$ cat config.mk
export PLATFORM = sky130hd
export DESIGN_NAME = freq_divider_multi
export DESIGN_NICKNAME = d
export VERILOG_FILES = /design/src/rtl/freq_divider_multi.sv
export SDC_FILE = /design/constraint.sdc
export NUM_CORES = 1
export LEC_CHECK = 0
export BUFFER_PORTS_ARGS = -buffer_cell sky130_fd_sc_hd__buf_2
export CAP_MARGIN = 20
export CORE_AREA = 2 2 123 125
export DETAILED_ROUTE_END_ITERATION = 12
export DIE_AREA = 0 0 125 127
export GPL_TIMING_DRIVEN = 0
export PLACE_DENSITY = 0.77
export SYNTH_ARGS = -nofsm -noshare
export SYNTH_HDL_FRONTEND = slang
export SYNTH_SLANG_ARGS = --single-unit
$ cat constraint.sdc
create_clock -name in_clock -period 3.7 [get_ports in_clock]
set_input_delay 0.37 -clock in_clock [delete_from_list [all_inputs] [get_ports in_clock]]
set_output_delay 0.37 -clock in_clock [all_outputs]
set_load 0.02 [all_outputs]
$ cat src/rtl/freq_divider_multi.sv
// Multi-channel programmable frequency divider with glitch-free divisor updates through a valid/ready port.
// Optional build macro FREQ_DIV_PHASE_ALIGN_EN adds the sync_req input that re-phases all enabled channels.
module freq_divider_multi #(
  parameter int                  CHANNELS  = 2,
  parameter int                  DIV_BITS  = 22,
  parameter logic [DIV_BITS-1:0] RESET_DIV = {DIV_BITS{1'b1}},
  localparam int                 CHAN_W    = (CHANNELS > 1) ? $clog2(CHANNELS) : 1
) (
`ifdef FREQ_DIV_PHASE_ALIGN_EN
  input  logic                sync_req,
`endif
  input  logic                in_clock,
  input  logic                reset_n,
  input  logic [CHANNELS-1:0] en,
  input  logic                cfg_valid,
  output logic                cfg_ready,
  input  logic [CHAN_W-1:0]   cfg_chan,
  input  logic [DIV_BITS-1:0] cfg_div,
  output logic [CHANNELS-1:0] clk_out,
  output logic [CHANNELS-1:0] tick,
  output logic [CHANNELS-1:0] pending
);

  logic                sync_now;
  logic [CHANNELS-1:0] chan_hit;
  logic                cfg_in_range;
  logic                cfg_fire;

`ifdef FREQ_DIV_PHASE_ALIGN_EN
  assign sync_now = sync_req;
`else
  assign sync_now = 1'b0;
`endif

  // Out-of-range channel numbers are always ready so a stray write cannot stall the port.
  assign cfg_in_range = |chan_hit;
  assign cfg_ready    = reset_n & (~cfg_in_range | ~|(chan_hit & pending));
  assign cfg_fire     = cfg_valid & cfg_ready;

  genvar gi;
  generate
    for (gi = 0; gi < CHANNELS; gi = gi + 1) begin : g_chan
      logic [DIV_BITS-1:0] count_q, count_d;
      logic [DIV_BITS-1:0] div_q, div_d;
      logic [DIV_BITS-1:0] shadow_q, shadow_d;
      logic                pend_q, pend_d;
      logic                at_end;
      logic                boundary;
      logic                apply;
      logic                write;
      logic [DIV_BITS:0]   half;

      assign chan_hit[gi] = (cfg_chan == CHAN_W'(gi));

      always_comb begin
        count_d  = count_q;
        div_d    = div_q;
        shadow_d = shadow_q;
        pend_d   = pend_q;
        at_end   = (count_q == div_q);
        // A disabled channel sits at a permanent boundary, so pending updates land immediately.
        boundary = ~en[gi] | at_end | sync_now;
        apply    = boundary & pend_q;
        write    = cfg_fire & chan_hit[gi];

        if (boundary) begin
          count_d = '0;
        end else begin
          count_d = count_q + 1'b1;
        end

        if (apply) begin
          div_d  = shadow_q;
          pend_d = 1'b0;
        end else if (write) begin
          pend_d = 1'b1;
        end

        if (write) begin
          shadow_d = cfg_div;
        end
      end

      always_ff @(posedge in_clock or negedge reset_n) begin
        if (!reset_n) begin
          count_q  <= '0;
          div_q    <= RESET_DIV;
          shadow_q <= '0;
          pend_q   <= 1'b0;
        end else begin
          count_q  <= count_d;
          div_q    <= div_d;
          shadow_q <= shadow_d;
          pend_q   <= pend_d;
        end
      end

      // Extra bit keeps (div+1) from wrapping at the all-ones divisor.
      assign half         = ({1'b0, div_q} + 1'b1) >> 1;
      assign clk_out[gi]  = reset_n & ({1'b0, count_q} < half);
      assign tick[gi]     = reset_n & en[gi] & (count_q == div_q);
      assign pending[gi]  = pend_q;
    end
  endgenerate

endmodule

# ---- Yosys cells after proc, flatten, opt, wreduce, memory -nomap -nowiden
# Cells that the tools add are included.
dict set report word_totals {
  reg_bits 134
  latch_bits 0
  ramBits 0
  mem_bits_ro 0
  output_inout_bits 7
  wordCells 44
  n_memories 0
}
dict set report op_classes {
  addsub 4
  multipliers 0
  n_div 0
  magnitude_cmp 2
  n_eq_ne 2
  shift 0
  mux 6
  n_bitwise 18
  reduce_logical 4
}
# operator count
set op_table {}
lappend op_table {{22-bit by 1-bit adder with 23-bit output (second input constant)} 2}
lappend op_table {{22-bit by 1-bit adder with 22-bit output (second input constant)} 2}
lappend op_table {{22-bit equality test} 2}
lappend op_table {{22-bit less-than comparator} 2}
lappend op_table {{22-bit two-way mux} 2}
lappend op_table {{1-bit bitwise AND} 12}
lappend op_table {{1-bit two-way mux} 4}
lappend op_table {{2-bit nonzero test} 2}
lappend op_table {{1-bit NOT} 3}
lappend op_table {{2-bit bitwise AND} 1}
lappend op_table {{1-bit bitwise OR} 2}
lappend op_table {{2-bit OR reduction} 1}
lappend op_table {{1-bit zero test} 1}

# ---- Longest topological paths before layout
# Gate-level depths: netlist (run 1).
dict set report logic_depth {
  depth_word 9
  mapped_depth 12
  ltp_nobuf 11
}

# ---- Least setup slack after synthesis (run 1)
# No wires, ideal clock.
dict set report synth_timing {
  path_type {register to output}
  from {register g_chan[0].div_q[2]}
  to {output port clk_out[0]}
  arrival_time_ns 2.848
  required_ns 3.330
  slack_ns 0.482
  stages_incl_launch_ff 12
  cell_sequence {dfstp_2 -> clkbuf_1 -> nand3_1 -> nor3_1 -> nand2_1 -> xor2_1 -> ha_1 -> a21oi_1 -> o21ai_0 -> a2111oi_0 -> o21ai_0 -> a21oi_1}
}
dict set report synth_via {
  elab_chain_len 3
}
# item line
set synth_rtl {}
lappend synth_rtl {{from (decl)} 44} ;# logic [DIV_BITS-1:0] div_q, div_d;
lappend synth_rtl {{from (signal assigned)} 92} ;# div_q <= div_d;
lappend synth_rtl {{22-bit by 1-bit adder with 23-bit output} 99} ;# assign half = ({1'b0, div_q} + 1'b1) >> 1;
lappend synth_rtl {{22-bit less-than comparator} 100} ;# assign clk_out[gi] = reset_n & ({1'b0, count_q} < half);
lappend synth_rtl {{1-bit bitwise AND} 100}
lappend synth_rtl {{to (decl)} 19} ;# output logic [CHANNELS-1:0] clk_out,
# No other way between the ends.

# ---- Final worst setup path (run 1)
dict set report layout_timing {
  from {register g_chan[0].div_q[0]}
  to {output port clk_out[0]}
}
# The elaborated chain is that of the path after synthesis.

==> reports/results.ini, run 1 <==
[run_status]
status = complete, but fails checks
violations = negative setup slack

[sta]
fin_ws_ns = -0.000296
tightest_slew_ns = 1.12
finalHoldViolCount = 0
slew_viol_final = 0
finalSetupViolCount = 1
slew_headroom_pct = 24.4
finalCriticalPeriod_ns = 3.70
final.period_utilization_pct = 100
fmax_mhz = 270
hold_ws_ns = 0.198
skew_ns = 0.00691

[place]
port_buffers = 32
dpl_cell_area_mm2 = 0.00905
pre_cts_slack_ns = -0.111
post-dp-hpwl_mm = 14.0
globalplace.congestion = 0.864

[worst_setup_path]
crit_required_ns = 3.33
end_kind = output pin
path_max_fanout = 5
path_class = flip-flop to output pin
start_kind = flip-flop
cp.arrival_ns = 3.33

[drt]
num_vias = 7222
post-route-drc-count = 0
drtAntennaViolNets = 0
wl_mm = 21.2
drt_iter0_drc = 681
dr.pass1.iters = 7
post_drt_wl_per_cell_um = 18.6
viasPerCell = 6.32

[clock_tree]
htreeDepth = 4
cts_buffers = 17
clk_latency_ns = 0.42
path_clk_slew_ns = 0.06
cts_sinks = 134
clockBufferDepth = 2
cts_tree = built
cts-root-buf = clkbuf_16

[global_routing]
grtUsageTotal_pct = 26.0
met1_usage_pct = 38.4
gr-usage-met2_pct = 39.1
overflow = 0
grt_max_degree = 82
grt-busiest-layer = met2
grt_pass1_vias = 6690
grt_pass1_wl_mm = 33.7
antenna_found_initial = 0
grtUsageMet3_pct = 4.61

[finish]
antennaDiodeCount = 0
nets = 1020
drive_above_1_share_pct = 24.9
multi_input_area_mm2 = 0.00504
layout.area.seq_mm2 = 0.00341
nFillCells = 1037
area_delta_synth_final_pct = 17.7
final_area_mm2 = 0.0102

[power]
p_per_area_mw_per_mm2 = 484
power.leakage_nw = 4.34
power_mw = 4.91
ir_drop_uv = 343

[die]
rows = 44
io_pins = 35
core_area_mm2 = 0.0144
initial_core_util_pct = 59.8
die_h_um = 127
die_w_um = 125
die-area_mm2 = 0.0159

[yosys]
ys.flop_type = dfrtp_1
ys_types = 43
yosysTopAreaCell = dfrtp_1
synth_area_per_cell_um2 = 9.99
syn_area_mm2 = 0.00863
synth_top_area_share_pct = 26.1
synth_area_leaders = dfrtp_1, dfstp_2, xor2_1
yosys_warnings = 0
yosysSeqAreaShare_pct = 39.5
synth_fp_nets = 938
syn_inst = 864
synth-seq-cells = 134
async_reset_ff_share_pct = 100
synth_edf_count = 0

[job]
cap_viol_max_count = 0

[hold_path]
hold_path.class = primary input to flip-flop

## critical path, stage by stage, from the launching register on
cell and delay, ns:
dfstp_2 0.56, buf_4 0.15, nand4_1 0.22, nor3_4 0.29
buf_4 0.14, nand3_1 0.08, xor2_1 0.16, ha_1 0.18
a21oi_1 0.20, o21ai_2 0.10, a2111oi_2 0.27, o21ai_1 0.15
a21oi_1 0.21, buf_4 0.18
## synthesized netlist by cell type (2+ instances only)
| library cell | count |
|---|---|
| nor4_2 | 3 |
| and3_1 | 11 |
| buf_6 | 5 |
| dfstp_2 | 44 |
| nor4_4 | 2 |
| a21o_1 | 7 |
| mux2i_1 | 44 |
| o21ai_0 | 9 |
| and4_1 | 7 |
| nand4_1 | 69 |
| clkbuf_1 | 36 |
| nor2b_1 | 3 |
| inv_1 | 13 |
| xnor2_1 | 31 |
| a221o_1 | 44 |
| buf_2 | 13 |
| ha_1 | 46 |
| nand2_1 | 82 |
| mux2_2 | 44 |
| nor4_1 | 7 |
| nand3_1 | 36 |
| o21ai_1 | 2 |
| nor2_1 | 74 |
| dfrtp_1 | 90 |
| o2111ai_1 | 2 |
| or3_1 | 2 |
| xor2_1 | 93 |
| clkbuf_2 | 2 |
| nor3_1 | 12 |
| a21oi_1 | 15 |
| buf_4 | 4 |
## area by class of cell
cell class | instances | area share (%)
multi-input combinational | 657 | 49.6
inverter | 13 | 0.481
clock inverter | 8 | 1.70
tap | 184 | 2.27
clock buffer | 24 | 4.65
sequential | 134 | 33.6
timing repair buffer | 75 | 5.26
buffer | 48 | 2.45
## kinds of logic (layout without fill, tap and decap cells)
| kind of cell | Yosys count | in the layout | synth area share [%] |
|---|---|---|---|
| adders and majority gates | 46 | 46 | 6.67 |
| buffers and inverters | 73 | 168 | 4.00 |
| and+or+nand+nor | 311 | 311 | 18.1 |
| AOI/OAI and AO/OA | 88 | 88 | 8.27 |
| muxes | 88 | 88 | 10.8 |
| xor gates and xnor gates | 124 | 124 | 12.6 |
| DFF | 134 | 134 | 39.5 |
## through the flow
step	util [%]	std cells	setup TNS [ns]
4_1_cts	67.8	1109	0
3_3_place_gp	62.5	1080	-23.40
5_1_grt	70.4	1143	-0.108
6_report	70.4	1143	-0.000296
2_1_floorplan	-	864	0
3_5_place_dp	62.8	1081	-0.206
## registers in the layout, indices dropped and copies added, names as in the netlist
register,count
g_chan.div_q,44
g_chan.count_q,44
g_chan.pend_q,2
g_chan.shadow_q,44
## final timing paths
| kind | start | endpoint | slack (ns) | depth (start not counted) |
|---|---|---|---|---|
| max | g_chan[0].div_q[0]$_DFFE_PN1P_ | clk_out[0] | -0.0003 | 13 |
| min | cfg_div[19] | g_chan[0].shadow_q[19]$_DFFE_PN0P_ | 0.20 | 2 |
| min in group asynchronous | reset_n | g_chan[1].count_q[8]$_DFF_PN0_ | 0.50 | 2 |
| max in group asynchronous | reset_n | g_chan[1].div_q[16]$_DFFE_PN1P_ | 2.39 | 3 |
| max reg2reg | g_chan[0].div_q[19]$_DFFE_PN1P_ | g_chan[0].count_q[18]$_DFF_PN0_ | 1.10 | 7 |
| min reg2reg | g_chan[1].shadow_q[4]$_DFFE_PN0P_ | g_chan[1].shadow_q[4]$_DFFE_PN0P_ | 0.53 | 1 |
## per-layer routing
metal	routed length [um]	up-vias	part of all wire, %
met4	366	0	1.7
met3	1290	37	6.1
met5	0	-	0
met2	9710	286	46
li1	-	3307	-
met1	9870	3592	46
## power breakdown
group / switching [mW] / internal (mW) / total [mW]
Combinational: 0.616 / 0.569 / 1.18
Clock: 0.635 / 1.23 / 1.87
Sequential: 0.192 / 1.67 / 1.86
## cells in the final DEF (no fill, tap or decap), types with 7 or more instances in the layout
cell,n
and3_1,11
xnor2_1,31
mux2i_1,44
buf_6,8
clkbuf_1,31
a21o_1,7
o21ai_0,7
and4_1,7
clkbuf_16,17
nor3_1,7
ha_1,44
nor4_1,7
a21oi_1,13
nand4_1,69
buf_2,41
nand2_1,80
nand3_1,32
a221o_1,44
xor2_1,93
inv_1,13
mux2_2,44
dfrtp_1,90
dfstp_2,44
buf_4,43
nor2_1,71
## repair_timing
item	4_1_cts	5_1_grt
setup endpoints to repair	2	2
hold endpoints to repair	47	0
setup buffers	5	36
hold buffers	1	0
pin swaps	6	24
resized for setup	18	20
Power figures use the tool's default switching activity.
==> inputs of run 2 (changes only) <==
--- a/config.mk
+++ b/config.mk
@@ -8,6 +8,7 @@
 export BUFFER_PORTS_ARGS = -buffer_cell sky130_fd_sc_hd__buf_2
 export CAP_MARGIN = 20
 export CORE_AREA = 2 2 123 125
+export CTS_BUF_LIST = sky130_fd_sc_hd__clkbuf_2
 export DETAILED_ROUTE_END_ITERATION = 12
 export DIE_AREA = 0 0 125 127
 export GPL_TIMING_DRIVEN = 0
==> run 2 against run 1 <==
The run still ends with negative setup slack left. Register-to-register slack improved by 0.06 ns. Wire length decreased by 0.38%. Flip-flop and latch count is the same. First-iteration DRC count is 9.4% higher. Clock power is 43% lower. Combinational power up 3%. Sequential share of layout area increased by 0.57 points. Sequential power is essentially flat. Critical path depth unchanged. Power down 16%. Clock-buffer cell count fell by 2. Critical path type unchanged. Largest cell class unchanged. Largest power group is now sequential cells.
==> reports/results.ini, run 2 (synthesis results as in run 1) <==
[die]
die_w_um = 125
die-area_mm2 = 0.0159
rows = 44
core_area_mm2 = 0.0144
io_pins = 35
initial_core_util_pct = 59.8
die_h_um = 127

[power]
p_per_area_mw_per_mm2 = 415
ir_drop_uv = 277
combPwrFrac_pct = 29.4
p_seq_share_pct = 44.7
power_mw = 4.15
p_int_mw = 2.78
sw_frac_of_total_pct = 33.1
p_sw_mw = 1.37
power.leakage_nw = 4.25
power.share.clock_pct = 25.9

[global_routing]
grtUsageTotal_pct = 26.6
grt_max_degree = 82
grt_pass1_vias = 6786
overflow = 0
antenna_found_initial = 1
grt_pass1_wl_mm = 34.3

[finish]
area_delta_synth_final_pct = 15.7
top_regs = g_chan.count_q (44), g_chan.div_q (44), g_chan.shadow_q (44)
nets = 1032
layoutNonFillerInstCount = 1156
mostFrequentLayoutCell = xor2_1
final_cell_mix = xor2_1, dfrtp_1, nand2_1, nand4_1, nor2_1
drive_above_1_share_pct = 24.6
nFillCells = 1113

[worst_setup_path]
start_kind = flip-flop
path_class = flip-flop to output pin
crit_required_ns = 3.33
path_max_fanout = 4
cp.arrival_ns = 3.55
ff2ff_setup_slack_ns = 1.16
end_kind = output pin

[clock_tree]
cts-root-buf = clkbuf_2
htreeDepth = 4
path_clk_slew_ns = 0.19
clk_latency_ns = 0.73
clockBufferDepth = 2
cts_buffers = 17
cts_tree = built
cts_sinks = 134

[run_status]
violations = negative setup slack
status = complete, but fails checks

[sta]
slew_viol_final = 0
slew_headroom_pct = 24.6
final.period_utilization_pct = 106
finalSetupViolCount = 2
fmax_mhz = 255
finalCriticalPeriod_ns = 3.92
tightest_slew_ns = 1.12
skew_ns = 0.0302
fin_ws_ns = -0.224
rsz0062_at_grt = yes
finalHoldViolCount = 0

[drt]
dr.pass1.iters = 6
drt_iter0_drc = 745
post-route-drc-count = 0
post_drt_wl_per_cell_um = 18.3
wl_mm = 21.2
drtAntennaViolNets = 0
num_vias = 7192
viasPerCell = 6.22

[job]
cap_viol_max_count = 0

[hold_path]
hold_path.class = primary input to async pin

[place]
globalplace.congestion = 0.864
post-dp-hpwl_mm = 14.0
dp.cells = 1081
port_buffers = 32

==> run 2: per-stage QoR <==
| stage | hold slack (ns) | instance area, um^2 | worst slack [ns] | util (%) | setup TNS [ns] |
|---|---|---|---|---|---|
| final | 0.156 | 9990 | -0.224 | 69.2 | -0.398 |
| after CTS | 0.132 | 9810 | -0.226 | 68.0 | -0.413 |
| after detailed placement | 0.390 | 9050 | -0.111 | 62.8 | -0.206 |
| after global routing | 0.155 | 9990 | -0.373 | 69.2 | -0.716 |
| after floorplan | 0.0744 | 8630 | 0.482 | - | 0 |
| after global placement | 0.522 | 9020 | -0.644 | 62.5 | -23.40 |
==> run 2: layer usage <==
metal / GRT usage [%] / wire [um] / vias to the layer above
li1: - / - / 3319
met1: 38.9 / 10100 / 3591
met2: 40.5 / 9740 / 255
met5: 0 / 0 / -
met3: 4.61 / 1000 / 27
met4: 9.02 / 320 / 0
==> run 2: path summary, 6_finish.rpt <==
path / start / endpoint / cells past startpoint
setup / recovery: g_chan[1].div_q[10]$_DFFE_PN1P_ / clk_out[1] / 13
hold / removal: reset_n / g_chan[1].count_q[2]$_DFF_PN0_ / 2
setup reg to reg: g_chan[0].div_q[19]$_DFFE_PN1P_ / g_chan[0].count_q[13]$_DFF_PN0_ / 7
hold reg to reg: g_chan[0].shadow_q[9]$_DFFE_PN0P_ / g_chan[0].div_q[9]$_DFFE_PN1P_ / 1
max in group asynchronous: reset_n / g_chan[0].div_q[18]$_DFFE_PN1P_ / 3
min in group in_clock: en[1] / g_chan[1].count_q[2]$_DFF_PN0_ / 3
==> run 2: repair_timing <==
item / in CTS / in global routing
hold buffers: 25 / 0
hold endpoints to repair: 102 / 0
endpoints found under the setup margin: 2 / 2
resized for setup: 27 / 23
setup buffers: 19 / 11
pin swaps: 12 / 23
==> run 2: final cells by class <==
type / instances / area (um^2) / share of cell area [%]
Multi-Input combinational cell: 657 / 5080 / 50.8
Sequential cell: 134 / 3410 / 34.1
Timing Repair Buffer: 88 / 683 / 6.84
Buffer: 47 / 246 / 2.47
Tap cell: 184 / 230 / 2.31
Clock inverter: 10 / 180 / 1.80
Clock buffer: 22 / 110 / 1.10
Inverter: 13 / 48.8 / 0.489
Antenna cell: 1 / 2.50 / 0.0251
==> run 2: critical path, cell delays in order, from the launching register on <==
cell       delay, ns
dfstp_2         0.59
nand4_1         0.17
buf_4           0.20
nor3_4          0.31
nand2_2         0.14
nor2_2          0.15
xnor2_1         0.13
ha_1            0.26
nand4_1         0.13
nor3_2          0.07
a2bb2oi_2       0.15
nand4b_1        0.13
a31oi_1         0.19
buf_2           0.19
==> run 2: power groups by stage <==
stage	clock [mW]	combinational, mW	sequential, mW
after floorplan	0	0.764	1.80
after global placement	0	0.945	1.85
after detailed placement	0	0.981	1.86
after CTS	1.08	1.10	1.85
after global routing	1.14	1.34	1.88
final	1.07	1.22	1.85
